### config.mk
export PLATFORM = sky130hd
export DESIGN_NAME = mux8_sched
export DESIGN_NICKNAME = d
export VERILOG_FILES = /design/src/rtl/mux8_sched.sv
export SDC_FILE = /design/constraint.sdc
export NUM_CORES = 1
export LEC_CHECK = 0
export CAP_MARGIN = 20
export CORE_MARGIN = 2
export CORE_UTILIZATION = 45
export DETAILED_ROUTE_END_ITERATION = 12
export PLACE_DENSITY = 0.71
export SLEW_MARGIN = 20
export SYNTH_ARGS = -nofsm -noshare
export SYNTH_HDL_FRONTEND = slang
export SYNTH_SLANG_ARGS = --single-unit
export TNS_END_PERCENT = 10
### constraint.sdc
create_clock -name clk -period 3.6 [get_ports clk]
set_clock_uncertainty 0.15 [all_clocks]
set_input_delay 0.54 -clock clk [delete_from_list [all_inputs] [get_ports clk]]
set_output_delay 0.54 -clock clk [all_outputs]
set_load 0.1 [all_outputs]
### src/rtl/mux8_sched.sv
// Round-robin scheduler sharing one 8:1 single-bit mux among eight requesters; registered grant/select/data.
// Optional grant extension via `define MUX8_SCHED_LOCK_EN (lock port always present, ignored when undefined).
module mux8_sched #(
  parameter int BURST_MAX = 4
) (
  input  logic       clk,
  input  logic       rst,
  input  logic [7:0] req,
  input  logic       lock,
  input  logic [7:0] din,
  output logic [7:0] gnt,
  output logic [2:0] sel,
  output logic       busy,
  output logic       gnt_new,
  output logic       dout
);

  localparam int CW = $clog2(BURST_MAX + 1);
  localparam logic [CW-1:0] CNT_MAX = CW'(BURST_MAX);
  localparam logic [CW-1:0] CNT_ONE = CW'(1);

  localparam logic [0:0] IDLE  = 1'b0;
  localparam logic [0:0] GRANT = 1'b1;

  logic [0:0]    state;
  logic [CW-1:0] cnt;
  logic [2:0]    ptr;

  logic          lock_hold;
  logic          hold;
  logic [2:0]    base;
  logic [2:0]    win;
  logic          found;

`ifdef MUX8_SCHED_LOCK_EN
  assign lock_hold = lock;
`else
  logic unused_lock;
  assign unused_lock = lock;
  assign lock_hold   = 1'b0;
`endif

  assign hold = (state == GRANT) && req[sel] && ((cnt < CNT_MAX) || lock_hold);

  // At a release edge the departing owner becomes the new last-owner pointer.
  assign base = (state == GRANT) ? sel : ptr;

  always_comb begin
    found = 1'b0;
    win   = base;
    for (int i = 1; i <= 8; i++) begin
      if (!found && req[base + 3'(i)]) begin
        found = 1'b1;
        win   = base + 3'(i);
      end
    end
  end

  always_ff @(posedge clk or posedge rst) begin
    if (rst) begin
      state   <= IDLE;
      cnt     <= '0;
      ptr     <= 3'd7;
      gnt     <= '0;
      sel     <= '0;
      busy    <= 1'b0;
      gnt_new <= 1'b0;
      dout    <= 1'b0;
    end else if (hold) begin
      // Under lock the count saturates so the limit bites as soon as lock falls.
      if (cnt < CNT_MAX) cnt <= cnt + CNT_ONE;
      gnt_new <= 1'b0;
      dout    <= din[sel];
    end else begin
      if (state == GRANT) ptr <= sel;
      if (found) begin
        state   <= GRANT;
        cnt     <= CNT_ONE;
        gnt     <= 8'(1) << win;
        sel     <= win;
        busy    <= 1'b1;
        gnt_new <= 1'b1;
        dout    <= din[win];
      end else begin
        state   <= IDLE;
        cnt     <= '0;
        gnt     <= '0;
        busy    <= 1'b0;
        gnt_new <= 1'b0;
        dout    <= 1'b0;
      end
    end
  end

endmodule
=== After elaboration in Yosys (flattened, before gate mapping) ===
Cells that the tools add are included.

* Flip-flop bits (word level): 20
* Latch bits: 0
* Memory bits (writable): 0
* ROM bits: 0
* Memories: 0

* Add/sub/neg operators: 8
* $mul: 0
* Divide/modulo/power cells: 0
* Order comparisons: 11
* Equal/unequal tests: 1
* Shifts and indexed selects: 1
* Multiplexer cells: 47
* Bitwise logic cells: 1
* Reductions and logical operators: 17

{| class="wikitable"
|+ Operators by type and width
! kind !! number
|-
| $lt A3 B4 Y1 const B || 10
|-
| $bmux W1 S3 || 11
|-
| $mux W3 || 11
|-
| $mux W1 || 24
|-
| $add A3 B3 Y3 const B || 4
|-
| $logic_and A1 B1 Y1 || 9
|-
| $mux W8 || 1
|-
| $shl A1 B3 Y8 const A || 1
|-
| $logic_not A1 Y1 || 7
|-
| $add A3 B1 Y3 const B || 2
|-
| $add A3 B2 Y3 const B || 2
|-
| $lt A3 B3 Y1 const B || 1
|-
| $ne A2 B1 Y1 const B || 1
|-
| $reduce_and A2 Y1 || 1
|-
| $not A1 Y1 || 1
|}

=== Depth between registers and ports, before layout ===
* Word-level depth: 30
* Gate-level depth with buffers: 15
* Mapped depth without buffers: 12

=== Least setup slack after synthesis ===
OpenSTA, ideal clock, no wires.

* Path type: reg2reg
* Start point: register state
* End point: register dout
* Setup time: 133 ps
* Data arrival time: 4,313 ps
* Setup slack: -996 ps
* Cell stages (with the launch flop): 13
* Period minus slack after synthesis: 4,596 ps
* Path through: dfrtp_1 > mux2i_4 > inv_4 > buf_6 > ha_1 > xnor2_2 > mux4_2 > o211a_1 > a211o_1 > o21ai_2 > mux2_2 > a221oi_2 > o211ai_2

* Word-level cells in the longest chain between the ends: 30

{| class="wikitable"
|+ RTL lines
! element !! line !! source
|-
| start, declared || 25 || <nowiki>logic [0:0] state;</nowiki>
|-
| start signal, assigned || 61 || <nowiki>state <= IDLE;</nowiki>
|-
| start signal, assigned || 77 || <nowiki>state <= GRANT;</nowiki>
|-
| start signal, assigned || 85 || <nowiki>state <= IDLE;</nowiki>
|-
| $mux W3 (*) || n/a ||
|-
| named net base[0] || 31 || <nowiki>logic [2:0] base;</nowiki>
|-
| $add A3 B1 Y3 || 52, 54 ||
|-
| $bmux W1 S3 || 52 || <nowiki>if (!found && req[base + 3'(i)]) begin</nowiki>
|-
| $mux W1 (implied by the code) || 52 ||
|-
| $mux W1 || 52 ||
|-
| $logic_not A1 Y1 || 52 ||
|-
| $logic_and A1 B1 Y1 || 52 ||
|-
| (+15 left out) || n/a ||
|-
| $mux W1 || 52 ||
|-
| $logic_not A1 Y1 || 52 ||
|-
| $logic_and A1 B1 Y1 || 52 ||
|-
| $mux W3 || 52 ||
|-
| $bmux W1 S3 || 83 || <nowiki>dout <= din[win];</nowiki>
|-
| $mux W1 (implied by the code) || 83 ||
|-
| $mux W1 (*) || 76 || <nowiki>if (found) begin</nowiki>
|-
| $mux W1 (*) || 69 || <nowiki>end else if (hold) begin</nowiki>
|-
| end signal, assigned || 73 || <nowiki>dout <= din[sel];</nowiki>
|-
| end signal, assigned || 83 ||
|-
| end, declared || 15 || <nowiki>output logic dout</nowiki>
|}

Mark *: on every way through the listed nets, which the timed path passes. The rest lies on a longest branch. The select of a mux whose other input is x is not followed.
A chain may end at the register's enable or synchronous reset.

=== Worst setup path in the final report ===
* Start point: register state
* End point: register dout

* Word-level cells in the longest chain between the ends: 30

{| class="wikitable"
|+ RTL lines
! element !! line
|-
| $mux W3 || n/a
|-
| $add A3 B1 Y3 || 52, 54
|-
| $bmux W1 S3 || 52
|-
| $mux W1 (implied by the code) || 52
|-
| $mux W1 || 52
|-
| $logic_not A1 Y1 || 52
|-
| $logic_and A1 B1 Y1 || 52
|-
| $mux W1 || 52
|-
| (+14 left out) || n/a
|-
| $mux W1 || 52
|-
| $logic_not A1 Y1 || 52
|-
| $logic_and A1 B1 Y1 || 52
|-
| $mux W3 || 52
|-
| $bmux W1 S3 || 83
|-
| $mux W1 (implied by the code) || 83
|-
| $mux W1 || 76
|-
| $mux W1 (*) || 69
|}

Every way passes the cells marked *; elsewhere a longest branch is shown, timed or not. The select of a mux whose other input is x is not followed.

==> flow_metrics.py <==
metrics = {
    "run_status": {
        "run_status": "complete, but fails checks",
        "violations": "negative setup slack",
    },
    "timing": {
        "max-slew-margin-rel": 0.349,
        "finalMaxSlewViolations": 0,
        "setup_slack_ns": -0.0295,
        "layout_worst_path_cycle_share": 1.01,
        "rsz_0062_raised_after_global_routing": "yes",
        "worst-slew-pin-transition_ns": 0.972,
        "hold_violations": 0,
        "period_minus_slack_ns": 3.63,
        "setup_viol": 1,
        "clock.fmax_mhz": 276,
    },
    "critical_path": {
        "crit_path_cell_trace": "mux2i_4 -> ha_2 -> xnor2_4 -> mux4_2 -> nand4b_1 -> a211o_1 -> o21ai_4 -> mux2_4 -> a221oi_2 -> o211ai_2",
        "critPathCaptureType": "flop",
        "path_class": "flop to flop",
        "cpMaxStageDelayCell": "mux4_2",
        "timing.critical_path.buf_inv": 0,
        "critPathMaxStageDelay_ns": 0.58,
        "worst_path_required_time_ns": 3.59,
        "critPathLaunchType": "flop",
        "cp_top_delay_family": "multiplexers",
        "cp_data_arrival_time_ns": 3.62,
        "worst-path-max-fanout": 5,
    },
    "floorplan": {
        "top_level_ports": 33,
        "start_util": 0.475,
        "area_of_the_placeable_core_um2": 4410,
        "floorplan.die.width_um": 72.3,
        "die_h_um": 72.3,
        "floorplan.rows": 24,
        "fp.dieArea_um2": 5230,
    },
    "placement": {
        "dp_hpwl_um": 4430,
        "routabilityCongestion": 0.947,
        "cell_total_after_placement": 285,
        "io_buffers": 31,
    },
    "detailed_routing": {
        "route.detailed.wl_per_inst_um": 18.8,
        "vias_per_inst": 6.27,
        "drt-total-wl_um": 5450,
        "drt-pass1-iter-count": 4,
        "drc_errors": 0,
        "detail-route-antenna-nets": 0,
        "route.vias.total": 1811,
        "detail_route.iter0.violations": 94,
    },
    "job": {
        "maxCapViolCount": 0,
    },
    "grt": {
        "grt_max_degree": 21,
        "met2_use_gr": 0.404,
        "antenna_violations_before_repair": 0,
        "grt_pass1_vias": 1855,
        "grt.met3_usage": 0.0375,
        "globalRoute.totalOverflow": 0,
        "gr-max-usage-layer": "met2",
        "grtUsageMet1": 0.281,
        "grtUsageTotal": 0.224,
        "global_route_wire_length_before_repair_um": 9110,
    },
    "cts": {
        "cts.path.max_buffers": 2,
        "clock-root-buffer": "clkbuf_8",
        "clkLatencyLatePin_ns": 0.25,
        "ctsHoldBuffers": 0,
        "tritoncts.num_buffers": 3,
        "cts_max_level": 1,
        "clk_pin_slew_worst_paths_ns": 0.07,
        "tritoncts": "built",
        "cts.sinks": 20,
    },
    "yosys": {
        "synth.area.top_cells": "dfrtp_1 (20%), mux4_2 (16%), mux2i_1 (7.6%), dfstp_2 (3.8%), mux4_1 (3.8%)",
        "synthesized_netlist_net_count": 207,
        "synth_edf_count": 0,
        "post_synth_num_cell_types": 59,
        "syn_area_um2": 2100,
        "number_of_synthesized_register_bits": 20,
        "ys_warns": 0,
        "fraction_of_registers_with_async_set_reset": 1.00,
        "synthesis.instances": 185,
        "synthesis.area_per_instance_um2": 11.3,
        "yosys.area.top_type": "dfrtp_1",
        "synth_ff_type": "dfrtp_1",
        "yosysSeqAreaShare": 0.240,
        "netlist.area_leader.share": 0.203,
    },
    "final_layout": {
        "area.sequential_um2": 514,
        "num-fill-cells": 344,
        "drive_above_1_share": 0.354,
        "syn2layout_area_growth_pct": 30.9,
        "antenna_diode_instance_count": 0,
        "design.final.nets": 260,
        "final_cell_count_no_fill": 289,
        "area_of_the_multi_input_gates_um2": 1590,
    },
    "min_path": {
        "hp-class": "flop to flop",
    },
}
[cells by family (layout without fill, tap and decap cells)]
logic type	Yosys count	count (layout)	share of synthesized area
buffers and inverters	16	68	0.0423
multiplexers	48	48	0.374
adder cells (fa/ha/maj)	3	3	0.0179
AND/OR/NAND/NOR	52	52	0.128
flip-flops	20	20	0.240
XOR/XNOR	3	3	0.0233
AO/OA/AOI/OAI	43	43	0.174
[state kept, by name (all words and copies together), names as in the netlist]
| signal | cells |
|---|---|
| cnt | 3 |
| dout | 1 |
| gnt | 8 |
| sel | 3 |
| gnt_new | 1 |
| ptr | 3 |
| state | 1 |
[synthesized netlist by cell type (4+ instances only)]
cell type,count
mux2_2,5
mux2i_1,16
o21ai_0,6
mux4_2,15
nor2_1,12
dfrtp_1,17
inv_1,5
a22o_1,6
nand2_1,18
and2_1,4
nand3_1,4
[routing by layer]
metal / wire, um / up-vias / part of all wire
met5: 0 / - / 0
met4: 70 / 0 / 0.013
met3: 237 / 10 / 0.044
met2: 2870 / 55 / 0.53
met1: 2270 / 906 / 0.42
li1: - / 840 / -
[placed cells by master (no fill, tap or decap), drive strengths merged, types with 2 or more instances in the layout]
master / instances
clkdlybuf4s50: 30
buf: 26
mux2i: 21
nand2: 18
mux4: 18
dfrtp: 17
nor2: 12
mux2: 9
inv: 8
o21ai: 7
a22o: 6
and2: 4
nand3: 4
a211oi: 4
clkbuf: 4
a22oi: 3
a21oi: 3
dfstp: 3
ha: 3
nor3b: 2
xnor2: 2
nand4: 2
nor2b: 2
a221oi: 2
a31oi: 2
a21boi: 2
o22ai: 2
o311ai: 2
[final cells by class]
| class | count | share of cell area |
|---|---|---|
| inverters | 8 | 0.0118 |
| repair buffers | 56 | 0.182 |
| flip-flops and latches | 20 | 0.187 |
| well taps | 52 | 0.0237 |
| multi-input cells | 149 | 0.579 |
| clock buffers | 4 | 0.0164 |
[metrics by stage]
step	hold WS [ns]	setup slack, ns	utilization	area (um^2)	setup TNS, ns
floorplan	0.277	-0.263	-	2170	-0.374
global placement	0.284	-0.0173	0.605	2670	-0.0173
detailed placement	0.299	-0.109	0.605	2670	-0.297
CTS	0.306	0.00127	0.618	2730	0
global route	0.343	-0.128	0.622	2750	-0.297
finish	0.305	-0.0295	0.622	2750	-0.0295
[repair_timing]
action,in CTS,in global routing
setup endpoints to repair,1,5
setup buffers,0,0
gates resized for setup,1,4
[path summary, 6_finish.rpt]
path                         from  endpoint  slack [ns]  cells past startpoint
max                         state      dout       -0.03                     10
min                        cnt[0]    cnt[0]        0.30                      1
max reg2reg                 state      dout       -0.03                     10
min reg2reg                cnt[0]    cnt[0]        0.30                      1
max in group asynchronous     rst    sel[0]        2.19                      2
min in group asynchronous     rst    gnt[1]        0.56                      2
Power is left out: the tool's default activity adds up to more than one toggle a clock period on the data nets, which glitch-free logic cannot reach.
